File: src/rtl/serial_word_loader.sv
// Serial-to-parallel word loader: shifts MSB-first bits into a word and strobes ld for one cycle.
// Optional even-parity check compiled in by defining SERIAL_PARITY_EN.
module serial_word_loader #(
    parameter int size = 8
) (
    input  logic            clk,
    input  logic            rst,
    input  logic            start,
    input  logic            sin,
    input  logic            sin_valid,
    output logic            ready,
    output logic            busy,
    output logic [size-1:0] data,
    output logic            ld,
    output logic            err
);
    localparam int CW = $clog2(size) + 1;

`ifdef SERIAL_PARITY_EN
    typedef enum logic [1:0] {IDLE = 2'd0, SHIFT = 2'd1, PARITY = 2'd2, LOAD = 2'd3} state_t;
`else
    typedef enum logic [1:0] {IDLE = 2'd0, SHIFT = 2'd1, LOAD = 2'd3} state_t;
`endif

    state_t          r_state, w_next;
    logic [CW-1:0]   r_cnt;
    logic [size-1:0] r_data;
    logic            w_last;

    assign w_last = (r_cnt == CW'(size - 1));

`ifdef SERIAL_PARITY_EN
    logic r_par;
    logic r_err;
    logic w_par_bad;

    assign w_par_bad = r_par ^ sin;
`endif

    always_ff @(posedge clk or negedge rst) begin
        if (!rst) r_state <= IDLE;
        else      r_state <= w_next;
    end

    always_comb begin
        w_next = r_state;
        case (r_state)
            IDLE:  if (start) w_next = SHIFT;
            SHIFT: if (sin_valid && w_last) begin
`ifdef SERIAL_PARITY_EN
                w_next = PARITY;
`else
                w_next = LOAD;
`endif
            end
`ifdef SERIAL_PARITY_EN
            // A bad parity bit returns straight to IDLE; err is raised from r_err instead of LOAD.
            PARITY: if (sin_valid) w_next = w_par_bad ? IDLE : LOAD;
`endif
            LOAD:    w_next = IDLE;
            default: w_next = IDLE;
        endcase
    end

    // The word is deliberately not cleared on start, only overwritten bit by bit.
    always_ff @(posedge clk or negedge rst) begin
        if (!rst) begin
            r_cnt  <= '0;
            r_data <= '0;
        end else if (r_state == IDLE && start) begin
            r_cnt <= '0;
        end else if (r_state == SHIFT && sin_valid) begin
            r_data <= {r_data[size-2:0], sin};
            r_cnt  <= r_cnt + 1'b1;
        end
    end

`ifdef SERIAL_PARITY_EN
    always_ff @(posedge clk or negedge rst) begin
        if (!rst) begin
            r_par <= 1'b0;
            r_err <= 1'b0;
        end else begin
            r_err <= (r_state == PARITY) && sin_valid && w_par_bad;
            if (r_state == IDLE && start)           r_par <= 1'b0;
            else if (r_state == SHIFT && sin_valid) r_par <= r_par ^ sin;
        end
    end

    assign err = r_err;
`else
    assign err = 1'b0;
`endif

    assign ready = (r_state == IDLE);
    assign busy  = (r_state != IDLE);
    assign ld    = (r_state == LOAD);
    assign data  = r_data;
endmodule
File: config.mk
export PLATFORM = sky130hd
export DESIGN_NAME = serial_word_loader
export DESIGN_NICKNAME = d
export VERILOG_FILES = /design/src/rtl/serial_word_loader.sv
export SDC_FILE = /design/constraint.sdc
export NUM_CORES = 1
export LEC_CHECK = 0
export BUFFER_PORTS_ARGS = -buffer_cell sky130_fd_sc_hd__buf_2
export CORE_AREA = 3 3 40 42
export CTS_CLUSTER_DIAMETER = 80
export CTS_CLUSTER_SIZE = 25
export DETAILED_ROUTE_END_ITERATION = 8
export DIE_AREA = 0 0 43 45
export PLACE_DENSITY = 0.72
export SYNTH_ARGS = -nofsm -noshare
export SYNTH_HDL_FRONTEND = slang
export SYNTH_SLANG_ARGS = --single-unit
File: constraint.sdc
create_clock -name clk -period 1.4 [get_ports clk]
set_input_delay 0.42 -clock clk [delete_from_list [all_inputs] [get_ports clk]]
set_output_delay 0.42 -clock clk [all_outputs]
set_load 0.01 [all_outputs]
### After elaboration in Yosys (flattened, before gate mapping)

Index checks and enable logic that the tools add are counted.

| word-level totals | value |
|---|---|
| output and inout port bits | 12 |
| input port bits | 5 |
| word-level logic and storage cells | 23 |
| flip-flop bits (word level) | 14 |

| operators by class | value |
|---|---|
| add/subtract/negate cells | 1 |
| multiplexer cells | 5 |
| eq/ne operators | 5 |
| bitwise operators | 1 |
| reduce and logical (&&, ||, !) cells | 8 |

Operator list:

| cell | number |
|---|---|
| 4-bit 2-to-1 mux | 2 |
| 4-bit by 1-bit adder with 4-bit output, second input constant | 1 |
| 4-bit by 3-bit == test with 1-bit output, second input constant | 1 |
| 2-bit 2-to-1 mux | 2 |
| 2-bit != test, second input constant | 2 |
| 2-bit one-hot mux with 2 select lines | 1 |
| 2-bit AND reduction | 2 |
| 2-bit nonzero test | 2 |
| 1-bit logical AND | 3 |
| 2-bit by 1-bit == test with 1-bit output, second input constant | 1 |
| 2-bit == test, second input constant | 1 |
| 2-bit logical NOT | 1 |
| 1-bit inverter | 1 |

### Logic depth before layout (Yosys ltp)

| logic depth | value |
|---|---|
| depth after elaboration | 4 |
| mapped depth | 4 |
| mapped depth without buffers | 4 |

### Worst setup path before layout

No wires, ideal clock.

| path | value |
|---|---|
| kind | register to output |
| start | register r_state[0] |
| end | output ready |
| data arrival time | 0.867 ns |
| cell stages (with the launch flop) | 3 |
| required time | 0.980 ns |
| slack | 0.113 ns |
| path buffers | 0 |
| path through | dfrtp_1 > or2_2 > inv_1 |

| between the ends | value |
|---|---|
| cells in the longest elaborated chain, start to end | 1 |

RTL lines:

| item | line | source |
|---|---|---|
| start: declaration | 25 | `state_t r_state, w_next;` |
| start signal: assignment | 42 | `else r_state <= w_next;` |
| 2-bit logical NOT | 95 | `assign ready = (r_state == IDLE);` |
| end: declaration | 11 | `output logic ready,` |

Every way passes these cells.

### Worst setup path after layout

| path | value |
|---|---|
| start | register r_state[1] |
| end | output ready |

The elaborated chain is that of the path after synthesis.

==> implementation parameters <==
Parameter                              Value

Final layout
  Fill cell total of the finished layout    118
  P&R area growth vs syn    26.0%
  FF+latch area    350 µm²
  Net total in the final layout    75
  Filler-free cell count of the finished design    83
  Share of final-layout standard cells stronger than drive strength 1    0.544
  Antenna cell count    0
  Area of combinational cells with multiple inputs    251 µm²
  Final Core Density    0.610

Global route
  Antenna violations before repair    0
  Total global-route track usage    0.129
  Wire length of the first global-routing pass    1820 µm
  Number of global-route vias before repair    427
  Pin count of the biggest net entering global routing    15
  Total overflow reported by the global router    0

Timing
  Fin. Hold Viols    0
  Final setup fails    3
  Highest clock rate    0.675 GHz
  RSZ-0062 raised after global routing    true
  Hold slack    0.0200 ns
  Final Worst Setup Slack    -0.0817 ns
  Final clock period utilization by the worst path    1.06
  Setup skew after layout    0.00309 ns
  Shortest clock period the worst path allows after layout    1.48 ns
  Max-slew violation total from the final report    0

Yosys
  Predominant post-synthesis flop cell    dfrtp_1
  Synthesized area    622 µm²
  Yosys warns    0
  FF+latch count, synth    14
  Post-synth EDFFs    0
  Sequential-to-total area share from yosys stat    0.563
  Fraction of registers with async set or reset after synthesis    1.00
  Gate count after technology mapping    46
  Post-synth cell types    19
  Mean cell area of the mapped netlist    13.5 µm²
  Post-synth net total    52

Outcome
  Status    finished, violations left
  Violated checks    setup timing

Setup path
  Required time of the worst setup path    0.98 ns
  WP data arrival    1.06 ns
  Endpoint class of the critical path    output pin
  R2R depth    4
  Worst setup slack for register-to-register paths    0.11 ns
  Worst setup path start    r_state[1]$_DFFE_PN0P_
  Startpoint kind of the worst setup timing path    flop
  Reg-to-Reg Start    r_state[0]$_DFFE_PN0P_
  Path type of the worst setup path    reg2out
  Maximum fanout count along the critical path    2
  Endpoint of the lowest-slack register-to-register path    data[2]$_DFFE_PN0P_

Drt
  Avg WL per Cell    12.0 µm
  Vias post-DR    402
  DRC violation count after routing    0
  Final ANT Viol Nets    0
  Initial DRC Count    0
  Final routed wirelength across all metal layers    995 µm
  Iteration count of the initial detailed-routing pass    1
  Vias per inst    4.84

Hold path
  Hold crit path type    in2async

Die
  Die Outline Area    0.00194 mm²
  Core outline area    0.00128 mm²
  Top Ports    17
  Die width    43 µm
  Std-Cell Rows    13
  Initial cell density of the core    0.484
  Die height    45 µm

Pwr
  Worst vdd ir    1280 µV
  Power per cell area    2170 mW/mm²
  Leakage power summed over all cells    0.384 nW

Clocking
  CTS tree    done
  Clock sink count    14
  Number of buffers between clock root and the deepest sink    2
  CTS Root Cell    clkbuf_4
  Clock-pin slew on the worst setup and hold paths    0.08 ns
  Latest clock arrival within the worst-skew pair    0.27 ns
  Num CTS Buffers    3
  CTS H-Tree Depth    1

Flow run
  Max-cap violation count    0

Place
  DP Wirelength    747 µm
  Placer's final routability congestion estimate    0.650
  Instance count after placement with tap cells included    76
  Port buffer count    15
-- registers in the layout, summed over array words and instances, names as in the netlist --
register / flops
data: 8
r_cnt: 4
r_state: 2
-- worst max-delay path: stages (launching register included) --
cell and delay, ns:
dfrtp_1 0.39, or2_4 0.25, inv_2 0.06, buf_6 0.09
-- layout by cell type, fill, tap and decap left out --
cell       instances
dfrtp_1           14
buf_2             14
mux2_2             8
nor2_1             6
buf_4              4
clkbuf_4           3
and2_1             2
xor2_1             2
buf_6              2
or2_4              1
inv_2              1
nand3b_4           1
nand4b_1           1
mux2i_1            1
nand3b_1           1
nand3_1            1
nor3_2             1
o21a_1             1
a2bb2oi_2          1
ha_1               1
conb_1             1
clkbuf_8           1
-- where the power goes --
group          switching (mW)  internal [mW]
sequential              0.130          0.592
combinational           0.312          0.391
clock                   0.121          0.158
-- cells by family (layout without fill, tap and decap cells) --
kind of cell    Yosys count  in the layout  synth area share
mux                       9              9             0.161
buf+inv                   3             25            0.0362
flops                    14             14             0.563
xor+xnor                  2              2            0.0282
simple gates             14             14             0.149
other cells               1              1           0.00603
fa+ha+maj                 1              1            0.0201
compound gates            2              2            0.0362
-- stage by stage --
step	TNS (ns)	setup slack [ns]	instance area [µm²]	power, mW
2_1_floorplan	0	0.113	622	1.15
3_3_place_gp	0	0.109	712	1.36
5_1_grt	-0.379	-0.140	783	1.85
4_1_cts	-0.240	-0.0869	783	1.72
3_5_place_dp	0	0.0882	712	1.39
6_report	-0.222	-0.0817	783	1.70
-- per-layer routing --
layer | vias up | routed length [µm] | GRT usage
li1 | 198 | - | -
met1 | 190 | 433 | 0.153
met2 | 12 | 476 | 0.207
met3 | 2 | 77 | 0.0438
met4 | 0 | 8 | 0.0723
met5 | - | 0 | 0
-- worst max path at each step --
stage,to,slack (ns)
3_3_place_gp,ready,0.11
4_1_cts,ready,-0.09
3_5_place_dp,ready,0.09
5_1_grt,ready,-0.14
6_report,ready,-0.08
2_1_floorplan,ready,0.11
-- layout make-up --
cell class,count,area share
flip-flops and latches,14,0.447
multi-input cells,29,0.321
repair buffers,20,0.157
clock buffers,4,0.0463
well taps,15,0.0240
inverters,1,0.00479
-- repair_timing --
action,CTS,global route
setup endpoints to repair,3,3
hold endpoints to repair,0,0
hold buffers,0,0
resized for setup,4,0
setup buffers,3,0
-- synthesized netlist by cell type (2+ instances only) --
| library cell | n | area, µm² |
|---|---|---|
| nor2_1 | 6 | 22.5 |
| and2_1 | 2 | 12.5 |
| dfrtp_1 | 14 | 350 |
| mux2_2 | 8 | 90.1 |
| xor2_1 | 2 | 17.5 |
Power figures use the tool's default switching activity.
